`src/rtl/alu_datapath_mc.sv`:
```
// Register file + operand mux + ALU with an issue/done handshake and registered results.
// Define MUL_ITER_EN to build in the iterative shift-add multiplier (ALUctrl=111).
module alu_datapath_mc #(
    parameter int NumberOfReg   = 32,
    parameter int Address_Width = 5,
    parameter int Data_Width    = 32
) (
    input  logic                     clk,
    input  logic                     rst,
    input  logic                     start,
    output logic                     ready,
    input  logic [Address_Width-1:0] rs1,
    input  logic [Address_Width-1:0] rs2,
    input  logic [Address_Width-1:0] rd,
    input  logic                     en,
    input  logic                     ALUsrc,
    input  logic [Data_Width-1:0]    ImmOp,
    input  logic [2:0]               ALUctrl,
    output logic                     done,
    output logic [Data_Width-1:0]    ALUout,
    output logic                     eq,
    output logic [Data_Width-1:0]    a0
);

    localparam int ShW = $clog2(Data_Width);

    localparam logic [2:0] OP_ADD = 3'b000;
    localparam logic [2:0] OP_SUB = 3'b001;
    localparam logic [2:0] OP_AND = 3'b010;
    localparam logic [2:0] OP_OR  = 3'b011;
    localparam logic [2:0] OP_XOR = 3'b100;
    localparam logic [2:0] OP_SLT = 3'b101;
    localparam logic [2:0] OP_SLL = 3'b110;
    localparam logic [2:0] OP_MUL = 3'b111;

    logic [Data_Width-1:0]        regs [NumberOfReg];
    logic signed [Data_Width-1:0] op1;
    logic signed [Data_Width-1:0] op2;
    logic signed [Data_Width-1:0] alu_res;
    logic                         issue;
    logic                         is_mul;
    logic                         res_upd;
    logic                         wb_en;
    logic [Address_Width-1:0]     wb_addr;
    logic [Data_Width-1:0]        wb_data;

    assign issue  = start && ready;
    assign is_mul = (ALUctrl == OP_MUL);

    // x0 is hardwired to zero on the read side as well as never being written
    assign op1 = (rs1 == '0) ? '0 : regs[rs1];
    assign op2 = ALUsrc ? ImmOp : ((rs2 == '0) ? '0 : regs[rs2]);
    assign a0  = regs[10];

    always_comb begin
        alu_res = '0;
        case (ALUctrl)
            OP_ADD:  alu_res = op1 + op2;
            OP_SUB:  alu_res = op1 - op2;
            OP_AND:  alu_res = op1 & op2;
            OP_OR:   alu_res = op1 | op2;
            OP_XOR:  alu_res = op1 ^ op2;
            OP_SLT:  alu_res[0] = (op1 < op2);
            OP_SLL:  alu_res = op1 << op2[ShW-1:0];
            default: alu_res = '0;
        endcase
    end

`ifdef MUL_ITER_EN
    typedef enum logic {S_IDLE = 1'b0, S_MUL = 1'b1} state_t;

    state_t                   state;
    state_t                   state_nxt;
    logic [ShW-1:0]           cnt;
    logic [Address_Width-1:0] rd_q;
    logic                     en_q;
    logic                     mul_last;
    logic [Data_Width-1:0]    acc;
    logic [Data_Width-1:0]    mcand;
    logic [Data_Width-1:0]    mplr;
    logic [Data_Width-1:0]    acc_nxt;

    always_ff @(posedge clk or posedge rst) begin
        if (rst) state <= S_IDLE;
        else     state <= state_nxt;
    end

    always_comb begin
        state_nxt = state;
        case (state)
            S_IDLE:  if (issue && is_mul) state_nxt = S_MUL;
            S_MUL:   if (mul_last) state_nxt = S_IDLE;
            default: state_nxt = S_IDLE;
        endcase
    end

    always_comb begin
        ready = (state == S_IDLE);
    end

    assign mul_last = (state == S_MUL) && (cnt == ShW'(Data_Width - 1));
    assign acc_nxt  = acc + (mplr[0] ? mcand : '0);

    always_ff @(posedge clk or posedge rst) begin
        if (rst) begin
            cnt  <= '0;
            rd_q <= '0;
            en_q <= 1'b0;
        end else if (issue && is_mul) begin
            cnt  <= '0;
            rd_q <= rd;
            en_q <= en;
        end else if (state == S_MUL) begin
            cnt <= cnt + 1'b1;
        end
    end

    // one shift-add step per cycle; the last step's sum goes straight to writeback
    always_ff @(posedge clk) begin
        if (issue && is_mul) begin
            acc   <= '0;
            mcand <= op1;
            mplr  <= op2;
        end else if (state == S_MUL) begin
            acc   <= acc_nxt;
            mcand <= mcand << 1;
            mplr  <= mplr >> 1;
        end
    end

    assign res_upd = (issue && !is_mul) || mul_last;
    assign wb_en   = (issue && !is_mul && en) || (mul_last && en_q);
    assign wb_addr = mul_last ? rd_q : rd;
    assign wb_data = mul_last ? acc_nxt : alu_res;
`else
    // without the multiplier, ALUctrl=111 completes in one cycle with a zero result and no write
    assign ready   = 1'b1;
    assign res_upd = issue;
    assign wb_en   = issue && !is_mul && en;
    assign wb_addr = rd;
    assign wb_data = alu_res;
`endif

    always_ff @(posedge clk or posedge rst) begin
        if (rst) begin
            for (int i = 0; i < NumberOfReg; i++) regs[i] <= '0;
            ALUout <= '0;
            eq     <= 1'b0;
            done   <= 1'b0;
        end else begin
            done <= res_upd;
            if (issue) eq <= (op1 == op2);
            if (res_upd) ALUout <= wb_data;
            if (wb_en && (wb_addr != '0)) regs[wb_addr] <= wb_data;
        end
    end

endmodule
```
`config.mk`:
```
export PLATFORM = sky130hd
export DESIGN_NAME = alu_datapath_mc
export DESIGN_NICKNAME = d
export VERILOG_FILES = /design/src/rtl/alu_datapath_mc.sv
export SDC_FILE = /design/constraint.sdc
export NUM_CORES = 2
export LEC_CHECK = 0
export CORE_MARGIN = 1
export CORE_UTILIZATION = 35
export DETAILED_ROUTE_END_ITERATION = 10
export GPL_ROUTABILITY_DRIVEN = 1
export PLACE_DENSITY_LB_ADDON = 0.2
export SLEW_MARGIN = 20
export SYNTH_ARGS = -nofsm -noshare
export SYNTH_HDL_FRONTEND = slang
export SYNTH_SLANG_ARGS = --single-unit
export TNS_END_PERCENT = 1
```
`constraint.sdc`:
```
create_clock -name clk -period 40.7 [get_ports clk]
set_input_delay 10.175 -clock clk [delete_from_list [all_inputs] [get_ports clk]]
set_output_delay 10.175 -clock clk [all_outputs]
set_load 0.05 [all_outputs]
```
==> metrics list <==
- Status: finished, violations left
- Failing checks: design-rule violations
- The count of nets left with antenna violations once routing finished came out at 0.
- In the routed layout, each cell is associated on average with a via count of 6.090.
- Achievable clock frequency: approximately 0.057 GHz
- Type of the worst setup path: in2reg
- STA puts the critical path data required time at roughly 41 ns.
* Final Hold Vio Count: 0
* Unrepaired setup endpoints after global routing: no
* Tmin final: 17.43 ns
- Routability-driven placement finished with a final weighted congestion of 0.9717.
- Residual overflow from global routing: 0
- Slew headroom: 0.1975
* Clk_lat worst skew: 0.80 ns
* Summed instance area of the synthesized netlist: 62,140 um^2
- Port Buffer Count: between 100 and 150
- Asr flop ratio synth: 1.000
* HPWL after detailed placement: around 160,000 um
* Wire length of the first global-routing pass: 368,200 um
* Initial antenna violation count: 17
- For this run, design rule violations remaining after detail routing come to 54.
* Largest fanout on the critical path: 65
- Across the run, the number of max-cap violations was 0.
- Biggest area consumer among synthesized cells: sky130_fd_sc_hd__dfrtp_1
- Number of max-slew violations in the final report: 0
- Clock-pin slew was measured on the worst setup and hold paths at 0.08 ns.
- In this run the standard cell core region covers ~180,000 um^2.
- CTS Root Buffer Type: sky130_fd_sc_hd__clkbuf_16
* Tightest Pin Transition: 1.204 ns
* Layout cells sized above 1: 0.1489
* Routed wire length: 256,000 um
- Net count of the mapped netlist: 6,458
* Endpoint arrival time on the critical path: about 18 ns
- Avg WL per Cell: approximately 30 um
- For this design the static power due to leakage is 29.38 nW.
- Entering global routing, the biggest net connects approximately 180 pins.
* Setup_tns: 0 ns
* Hold-fix buffer count after cts: 0
- Die Footprint: roughly 180,000 um^2
* CTS HTree Levels: 3
- TritonCTS buffer count: 117
- Vias in the first global route: 49,754
* Ranking of synthesized cells by area: sky130_fd_sc_hd__dfrtp_1, sky130_fd_sc_hd__mux4_2, sky130_fd_sc_hd__a21oi_1
* Number of placement rows: between 150 and 200
* Global Route Usage Sum: 0.2806
- Setup violation total in the final timing report: 0
* Number of buffers inserted by post-CTS setup repair: 0
- Final worst path period share: 0.4282
- The first detailed-routing pass took 9 iterations.
- TritonCTS built the clock tree.
- Yosys mapped the design onto 101 distinct sky130hd cell types.
- For this run, the register share of the synthesized area comes to 0.4261.
- For this configuration, the core starts out at a cell density of 0.3524.
* Cells after Synth: 6,303
- Die outline width: between 400 and 500 um
- In this run, post-CTS repair resized a total of 0 instances.
- Hold WC Path Type: reg2reg
- CTS max path bufs: 3
- Total power of the final layout: 0.003455 W
* Post-synthesis area per instance: 9.859 um^2
- Hold is met by 0.3961 ns.
* Startpoint Class: primary input
* Yosys warning count: 0
- After synthesis the netlist holds a flip-flop and latch count of 1,058.
- During I/O placement, the number of pins put on the boundary was around 120.
- Total via count after detailed routing: 51,733
- Net count, final: approximately 6,200
- After the first detailed-routing iteration, the DRC count stood at about 5,900.
- Clock Skew: 0.04661 ns
- The worst setup path is captured at a register.
- Counting every sink on the clock net gives between 1,000 and 1,500.
* Number of synthesized flops with an enable pin: 0
- Prevailing post-synth register cell: sky130_fd_sc_hd__dfrtp_1
- Portion of synthesized cell area occupied by the leading cell type: 0.4261
- The die is approximately 420 um tall.
- For this design the ratio of total power to cell area is 50.04 nW/um^2.
- Maximum ir drop on the vdd rail: 0.03868 mV
- Compared with the post-synthesis result, the final layout area differs by 11.11%.
[through the flow]
step                      instances    util  worst slack (ns)  area [um^2]
after global routing           8487  0.3915             22.92        69030
after global placement         8262  0.3675             22.61        64790
after floorplan                6303       -            0.7445        62140
after detailed placement       8263  0.3675             22.71        64790
after CTS                      8482  0.3910             23.53        68940
final                          8495  0.3916             23.27        69050
[power by group]
| part | switching (W) | leakage [nW] | internal (W) | total, W |
|---|---|---|---|---|
| Combinational | 0.000565 | 13.5 | 0.000364 | 0.000929 |
| Sequential | 0.000145 | 13.8 | 0.00123 | 0.00138 |
| Clock | 0.000486 | 2.04 | 0.000663 | 0.00115 |
[cell families (layout without fill, tap and decap cells)]
group           count (synthesis)  count (layout)  share of synthesized area
compound gates               1895            1895                     0.1853
mux                           787             787                     0.1948
buf+inv                       772             614                    0.05858
other cells                     1              11                 0.00006035
flops                        1058            1058                     0.4261
simple gates                 1667            1667                     0.1116
fa+ha+maj                     100             100                    0.02038
xor+xnor                       23              23                   0.003242
[final cells by class]
| class | instances | area [um^2] |
|---|---|---|
| Antenna cell | 10 | 25.02 |
| Clock buffer | 173 | 3468 |
| Clock inverter | 46 | 681.9 |
| Fill cell | 17384 | 107300 |
| Inverter | 111 | 425.4 |
| Multi-Input combinational cell | 4473 | 32530 |
| Sequential cell | 1058 | 26480 |
| Tap cell | 2340 | 2928 |
| Timing Repair Buffer | 284 | 2511 |
[critical path, stage by stage]
cell and delay, ns:
sky130_fd_sc_hd__buf_8 0.51, sky130_fd_sc_hd__buf_4 0.67, sky130_fd_sc_hd__buf_4 0.82, sky130_fd_sc_hd__mux2i_1 0.26, sky130_fd_sc_hd__o221ai_1 0.18, sky130_fd_sc_hd__a21oi_1 0.20
sky130_fd_sc_hd__nor3_1 0.06, sky130_fd_sc_hd__o21ai_0 0.79, sky130_fd_sc_hd__nand2_1 0.27, sky130_fd_sc_hd__ha_1 0.50, sky130_fd_sc_hd__inv_1 0.23, sky130_fd_sc_hd__o31ai_1 0.14
sky130_fd_sc_hd__a21o_1 0.17, sky130_fd_sc_hd__a211oi_1 0.70, sky130_fd_sc_hd__a21oi_1 0.37, sky130_fd_sc_hd__a31oi_1 0.43, sky130_fd_sc_hd__o31ai_1 0.16, sky130_fd_sc_hd__xnor2_1 0.17
sky130_fd_sc_hd__nor2_1 0.09, sky130_fd_sc_hd__nor4_4 0.30, sky130_fd_sc_hd__buf_4 0.50, sky130_fd_sc_hd__o21ai_0 0.18
[path summary, 6_finish.rpt]
path | startpoint | end | slack [ns] | cells after the start
max in group asynchronous | rst | regs[1023]$_DFFE_PP0P_ | 27.05 | 6
worst max register to register | regs[4]$_DFFE_PP0P_ | regs[255]$_DFFE_PP0P_ | 34.20 | 18
worst min register to register | regs[1010]$_DFFE_PP0P_ | regs[1010]$_DFFE_PP0P_ | 0.40 | 0
worst max-delay path | rs2[0] | regs[255]$_DFFE_PP0P_ | 23.27 | 22
min in group asynchronous | rst | regs[24]$_DFFE_PP0P_ | 9.90 | 2
worst min-delay path | regs[1010]$_DFFE_PP0P_ | regs[1010]$_DFFE_PP0P_ | 0.40 | 0
[sequential cells by signal, summed over array words and instances, names as in the netlist]
name / count
eq: 1
a0: 32
done: 1
ALUout: 32
regs: 992
[cells in the mapped netlist, types with 46 or more instances]
library cell	count
sky130_fd_sc_hd__a21oi_1	967
sky130_fd_sc_hd__buf_1	46
sky130_fd_sc_hd__buf_2	87
sky130_fd_sc_hd__buf_4	60
sky130_fd_sc_hd__clkbuf_1	416
sky130_fd_sc_hd__dfrtp_1	1058
sky130_fd_sc_hd__ha_1	98
sky130_fd_sc_hd__inv_1	99
sky130_fd_sc_hd__mux2_2	88
sky130_fd_sc_hd__mux2i_1	370
sky130_fd_sc_hd__mux4_2	311
sky130_fd_sc_hd__nand2_1	410
sky130_fd_sc_hd__nor2_1	967
sky130_fd_sc_hd__nor3_1	92
sky130_fd_sc_hd__o21ai_0	275
sky130_fd_sc_hd__o21ai_1	46
sky130_fd_sc_hd__o221ai_1	158
sky130_fd_sc_hd__o22ai_1	74
[cells in the final DEF, fill, tap and decap left out, types with 22 or more instances in the layout]
master                               n
sky130_fd_sc_hd__clkbuf_1           23
sky130_fd_sc_hd__nand3_1            43
sky130_fd_sc_hd__buf_4             159
sky130_fd_sc_hd__clkbuf_16         117
sky130_fd_sc_hd__nor3_1             90
sky130_fd_sc_hd__o22ai_1            74
sky130_fd_sc_hd__a22oi_1            31
sky130_fd_sc_hd__nor2_1            936
sky130_fd_sc_hd__clkbuf_8           33
sky130_fd_sc_hd__inv_1              96
sky130_fd_sc_hd__a211o_1            38
sky130_fd_sc_hd__a211oi_1           35
sky130_fd_sc_hd__o221ai_1          158
sky130_fd_sc_hd__o21ai_0           274
sky130_fd_sc_hd__dfrtp_1          1058
sky130_fd_sc_hd__a22o_1             39
sky130_fd_sc_hd__nor2_4             23
sky130_fd_sc_hd__nand4_1            23
sky130_fd_sc_hd__o21ai_1            47
sky130_fd_sc_hd__mux2_2             88
sky130_fd_sc_hd__mux4_2            311
sky130_fd_sc_hd__ha_1               98
sky130_fd_sc_hd__a21oi_1           961
sky130_fd_sc_hd__nand2_1           408
sky130_fd_sc_hd__clkdlybuf4s50_1   107
sky130_fd_sc_hd__mux2i_1           370
sky130_fd_sc_hd__clkinv_2           22
[per-layer routing]
layer  up-vias  track usage  part of all wire
met2      2469       0.4328              0.45
met5         -            0           0.00030
li1      22464            -                 -
met3       505      0.05205             0.086
met1     26283       0.3881              0.42
met4        12       0.1116             0.040
Note: power is estimated with default switching activity, not from simulation.
